[src/rtl/count_match_ctrl.sv]
`default_nettype none
// ============================================================================
// Module   : count_match_ctrl
// Summary  : Prescaled up-counter with a latched compare value. It raises a
//            one-cycle match pulse and a sticky match flag, and runs either
//            one-shot or auto-reload.
// Revision : 1.0 - initial release
// ============================================================================
module count_match_ctrl #(
    parameter int WIDTH    = 4,
    parameter int PRESCALE = 1
) (
    input  logic             Clk,
    input  logic             rst,
    input  logic             start,
    input  logic             stop,
    input  logic             clear,
    input  logic             reload,
    input  logic [WIDTH-1:0] match_val,
    output logic [WIDTH-1:0] count,
    output logic             match_pulse,
    output logic             match_flag,
    output logic             busy,
    output logic             done
);

    // The prescaler keeps at least one bit so that PRESCALE=1 stays legal.
    localparam int             c_PW     = (PRESCALE > 1) ? $clog2(PRESCALE) : 1;
    localparam logic [c_PW-1:0] c_PS_MAX = c_PW'(PRESCALE - 1);

    typedef enum logic [1:0] {
        S_IDLE = 2'd0,
        S_RUN  = 2'd1,
        S_DONE = 2'd2
    } state_t;

    state_t           r_state;
    logic [WIDTH-1:0] r_count;
    logic [WIDTH-1:0] r_match;
    logic [c_PW-1:0]  r_presc;
    logic             r_pulse;
    logic             r_flag;
    logic             r_busy;
    logic             r_done;

    logic w_tick;
    assign w_tick = (r_presc == c_PS_MAX);

    always_ff @(posedge Clk or posedge rst) begin
        if (rst) begin
            r_state <= S_IDLE;
            r_count <= '0;
            r_match <= '0;
            r_presc <= '0;
            r_pulse <= 1'b0;
            r_flag  <= 1'b0;
            r_busy  <= 1'b0;
            r_done  <= 1'b0;
        end else begin
            r_pulse <= 1'b0;
            // A match later in this block overrides the clear.
            if (clear) begin
                r_flag <= 1'b0;
            end
            case (r_state)
                S_IDLE, S_DONE: begin
                    if (start) begin
                        r_state <= S_RUN;
                        r_count <= '0;
                        r_presc <= '0;
                        r_match <= match_val;
                        r_busy  <= 1'b1;
                        r_done  <= 1'b0;
                    end
                end
                S_RUN: begin
                    if (stop) begin
                        r_state <= S_IDLE;
                        r_presc <= '0;
                        r_busy  <= 1'b0;
                    end else begin
                        r_presc <= w_tick ? '0 : r_presc + 1'b1;
                        if (w_tick) begin
                            if (r_count == r_match) begin
                                r_pulse <= 1'b1;
                                r_flag  <= 1'b1;
                                if (reload) begin
                                    r_count <= '0;
                                end else begin
                                    r_state <= S_DONE;
                                    r_busy  <= 1'b0;
                                    r_done  <= 1'b1;
                                end
                            end else begin
                                r_count <= r_count + 1'b1;
                            end
                        end
                    end
                end
                default: begin
                    r_state <= S_IDLE;
                    r_busy  <= 1'b0;
                    r_done  <= 1'b0;
                end
            endcase
        end
    end

    assign count       = r_count;
    assign match_pulse = r_pulse;
    assign match_flag  = r_flag;
    assign busy        = r_busy;
    assign done        = r_done;

endmodule
`default_nettype wire

[config.mk]
export PLATFORM = sky130hd
export DESIGN_NAME = count_match_ctrl
export DESIGN_NICKNAME = d
export VERILOG_FILES = /design/src/rtl/count_match_ctrl.sv
export SDC_FILE = /design/constraint.sdc
export NUM_CORES = 1
export LEC_CHECK = 0
export CORE_AREA = 4 4 43 45
export CTS_BUF_LIST = sky130_fd_sc_hd__clkbuf_16
export DETAILED_ROUTE_END_ITERATION = 12
export DIE_AREA = 0 0 47 49
export PLACE_DENSITY = 0.81
export SLEW_MARGIN = 20
export SYNTH_ARGS = -nofsm -noshare
export SYNTH_HDL_FRONTEND = slang
export SYNTH_SLANG_ARGS = --single-unit
[constraint.sdc]
create_clock -name Clk -period 3.8 [get_ports Clk]
set_input_delay 0.38 -clock Clk [delete_from_list [all_inputs] [get_ports Clk]]
set_output_delay 0.38 -clock Clk [all_outputs]
set_load 0.1 [all_outputs]
# Word-level counts from Yosys, hierarchy flattened
# Cells that the tools add are included.
dict set report word_totals {
  register_bits 15
  latchBits 0
  ramBits 0
  romBits 0
  out_inout_bits 8
  word_cells 66
  mem_count 0
}
dict set report classes {
  add_sub_neg 2
  multipliers 0
  n_div 0
  n_lt_le_gt_ge 0
  n_eq_ne 12
  n_shift 0
  muxes 36
  bitwise_logic 0
  reduce_logical 8
}
# cell n
set op_table {}
lappend op_table {{1-bit two-way mux} 21}
lappend op_table {{4-bit two-way mux} 5}
lappend op_table {{3-bit inequality test, second input constant} 4}
lappend op_table {{2-bit two-way mux} 5}
lappend op_table {{2-bit inequality test, second input constant} 5}
lappend op_table {{5-bit AND reduction} 2}
lappend op_table {{4-bit case mux with 2 select lines} 1}
lappend op_table {{1-bit case mux with 2 select lines} 3}
lappend op_table {{4-bit by 1-bit adder with 4-bit output, second input constant} 1}
lappend op_table {{4-bit == test} 1}
lappend op_table {{2-bit case mux with 2 select lines} 1}
lappend op_table {{2-bit AND reduction} 2}
lappend op_table {{4-bit AND reduction} 1}
lappend op_table {{2-bit by 1-bit == test with 1-bit output, second input constant} 1}
lappend op_table {{2-bit == test, second input constant} 1}
lappend op_table {{2-bit logical NOT} 1}
lappend op_table {{2-bit nonzero test} 1}
lappend op_table {{2-bit OR reduction} 1}
lappend op_table {{1-bit adder, second input constant} 1}

# Longest topological paths before layout
dict set report depth {
  ltp_word 5
  depth_mapped 5
  depth_no_buf 4
}

# Worst setup path after synthesis
# No wires, ideal clock.
dict set report synth_path {
  path_type {register to register}
  start {register r_count[0] (netlist: count[0])}
  end {register r_count[1] (netlist: count[1])}
  arrival_ns 1.790
  required_ns 3.675
  path_slack_ns 1.885
  stages_incl_launch_ff 5
  synth_period_minus_slack_ns 1.915
  path_cell_list {dfrtp_1 > xnor2_2 > nand4_4 > o31a_4 > mux2i_1}
}
dict set report synth_between {
  elab_chain_cells 5
}
# element line_no
set synth_rtl {}
lappend synth_rtl {{from (decl)} 38} ;# logic [WIDTH-1:0] r_count;
lappend synth_rtl {{from (signal assigned)} 95} ;# r_count <= r_count + 1'b1;
lappend synth_rtl {{4-bit by 1-bit adder with 4-bit output or 4-bit == test (tied branches)} {95, 84}}
lappend synth_rtl {{4-bit two-way mux} 84} ;# if (r_count == r_match) begin
lappend synth_rtl {{4-bit two-way mux} 83} ;# if (w_tick) begin
lappend synth_rtl {{4-bit two-way mux} 77} ;# if (stop) begin
lappend synth_rtl {{4-bit case mux with 2 select lines} 65} ;# case (r_state)
# Several ways; a longest one is shown, not always the timed one. The select of a mux whose other input is x is not followed.
# A chain may end at the register's enable or synchronous reset.

# Worst setup path after layout
dict set report layout_path {
  start {register r_count[0] (netlist: count[0])}
  end {output count[0]}
}
# element line_no
set layout_lines {}
lappend layout_lines {{to (decl)} 20} ;# output logic [WIDTH-1:0] count,
# No word-level cell between the ends.

==> reports/qor.txt <==
Rows -> 14
Longest Clk Path Bufs -> 2
Final min period -> 2.262 ns
power share of the sequential group -> 0.278
cts hold-fix bufs -> 0
crit share post-route -> 0.5953
Synth top area share -> 0.4887
clock share of power -> 0.197
via count -> 524
Worst Skew -> 0.002430 ns
WP buf/inv -> 1
mean area per synthesized cell -> 11.20 µm²
cell taking the most area after synthesis -> dfrtp_1
post-synth cell types -> 25
Mapped Nets -> 75
Leak -> 0.0004194 µW
H-Tree Depth -> 1
die width -> 47 µm
crit-path cells -> clkdlybuf4s50_1
routed vias/inst -> 5.240
# Post-CTS Setup Buffers -> 0
Final Hold Vio Count -> 0
cell with the most instances after synthesis -> dfrtp_1
GR Overflow Total -> 0
initial antenna violation count -> 0
Worst EP arrival -> 1.88 ns
hold_ws -> 0.4930 ns
highest metal used -> met4
Fin Setup TNS -> 0 ns
die area -> 2303 µm²
first-pass GRT wire length -> 2352 µm
Critical Path Start Type -> register
effective utilization at floorplan -> 0.4872
kind of cell adding the most delay to the critical path -> buffers and inverters
Worst-Margin Slew -> 0.9712 ns
Die Y -> 49 µm
area grow syn2layout -> 37.00%
HPWL Detailed -> 1027 µm
GPL Wtd Cong -> 0.7537
Main synth FF type -> dfrtp_1
CTS Buf Count -> 3
clk_lat worst skew -> 0.24 ns
CP Class -> register to primary output
Slowest Stage Delay on Critical Path -> 1.18 ns
Logic pwr share -> 0.524
outcome -> finished clean
Antenna Cells -> 0
register bit count reported by yosys -> 14
PD cells -> 1005 nW/µm²
internal power -> 520.0 µW
CTS resizes -> 0
Post-Syn Area -> 716.9 µm²
drt wl/cell -> 13.59 µm
RSZ-0062 raised after global routing -> no
Slowest-stage cell, CP -> clkdlybuf4s50_1
FFs w/ async S/R, synth -> 1.000
WL met3 -> 123 µm
initial drt markers -> 7
DRT met1 WL -> 612 µm
Root Driver -> clkbuf_16
Max Slew Vio Count -> 0
P_sw -> 467.3 µW
antenna viol nets, final -> 0
IO buf count -> 17
Crit. End Element -> primary output
Mapped Cells -> 64
largest net degree at the start of global routing -> 15
drt pass-1 iters -> 4
f_max -> 442.0 MHz
largest cells by area after synthesis -> dfrtp_1 49%, xnor2_2 9.1%, mux2_2 6.3%, inv_1 3.7%, o21ai_0 3.5%
vias in the first global route -> 534
CTS tree -> yes
critical path fanouts, max -> 6
layout cells sized above 1 -> 0.1667
Post-synth EDFFs -> 0
Layout Nets -> 96
met2 wire length -> 600 µm
Synth Warn # -> 0
Max Cap Violations -> 0
CP Data Required Time -> 3.42 ns
IO Pins -> 18
Seq/Total Area, Yosys -> 0.4887
total track usage -> 0.1378
Hold WC Path Type -> input port to async pin
clock sink total -> 14
maximum vdd drop -> 0.0009053 V
commonest cells in the netlist -> 14 x dfrtp_1, 7 x inv_1, 6 x nor2_1, 5 x o21ai_0
max_slew headroom -> 0.3505
Worst-path clk slew -> 0.04 ns
Setup Viol. Count Final -> 0
switching share of power -> 0.4733
Post-route DRC -> 0
drt total wl -> 1359 µm
placeable core region -> 1471 µm²
## path summary, 6_finish.rpt
| path | start | endpoint | slack [ns] | cells after the start |
|---|---|---|---|---|
| max in group asynchronous | rst | count[2] | 2.95 | 2 |
| min in group Clk | done | done | 0.50 | 2 |
| worst max register to register | count[1] | count[1] | 2.35 | 4 |
| worst min-delay path | rst | match_flag | 0.49 | 2 |
| worst max-delay path | count[0] | count[0] | 1.54 | 1 |
| worst min register to register | done | done | 0.50 | 2 |
## worst reg2reg max path, delay by kind of cell (launching register included)
kind,cells,cell delay [ns]
DFF,1,0.45
AOI/OAI and AO/OA,1,0.34
xor gates and xnor gates,1,0.25
and+or+nand+nor,1,0.17
muxes,1,0.12
## state kept, by name (all words and copies together), names as in the netlist
register     flops
busy             1
count            4
done             1
match_flag       1
match_pulse      1
r_match          4
r_state          2
## final cells by class
class	count	area, µm²
clock buffer	3	75.07
clock inverter	1	3.754
fill	127	489.2
inverter	7	26.28
multi-input combinational	42	336.6
sequential	14	350.3
tap	16	20.02
timing repair buffer	17	170.2
## routing by layer
layer / vias up / global-route usage
met5: - / 0
met4: 0 / 0.04147
met1: 237 / 0.2087
met2: 23 / 0.1878
met3: 3 / 0.03690
li1: 261 / -
## metrics by stage
step,setup WS [ns],cells,total power [µW],cell area (µm²),util
2_1_floorplan,1.885,64,684.2,716.9,-
3_3_place_gp,1.805,96,785.5,903.4,0.6139
4_1_cts,1.534,100,994.7,982.2,0.6675
6_report,1.538,100,987.3,982.2,0.6675
5_1_grt,1.487,100,1046,982.2,0.6675
3_5_place_dp,1.796,96,796.9,903.4,0.6139
## cells by family after synthesis
family | synth area share
and+or+nand+nor | 0.1553
DFF | 0.4887
AOI/OAI and AO/OA | 0.1292
buffers and inverters | 0.04189
muxes | 0.07678
xor gates and xnor gates | 0.09075
adders and majority gates | 0.01745
## power by group through the flow
stage	registers [µW]	clock network [µW]	logic, µW
CTS	276	197	522
global route	285	210	551
global placement	273	0	512
floorplan	472	0	212
detailed placement	277	0	519
finish	275	195	518
## cell usage in the layout, fill, tap and decap left out, drive strengths merged
cell,netlist,final
clkdlybuf4s50,0,17
dfrtp,14,14
inv,7,7
o21ai,7,7
nor2,6,6
xnor2,4,4
mux2,4,4
nand2,3,3
clkbuf,1,3
nand2b,2,2
nor3,2,2
o31a,2,2
a41oi,1,1
nor2b,1,1
nand4,1,1
or3b,1,1
mux2i,1,1
o22a,1,1
nor3b,1,1
o22ai,1,1
o211ai,1,1
nand3,1,1
and2,1,1
ha,1,1
clkinv,0,1
Power figures use the tool's default switching activity.
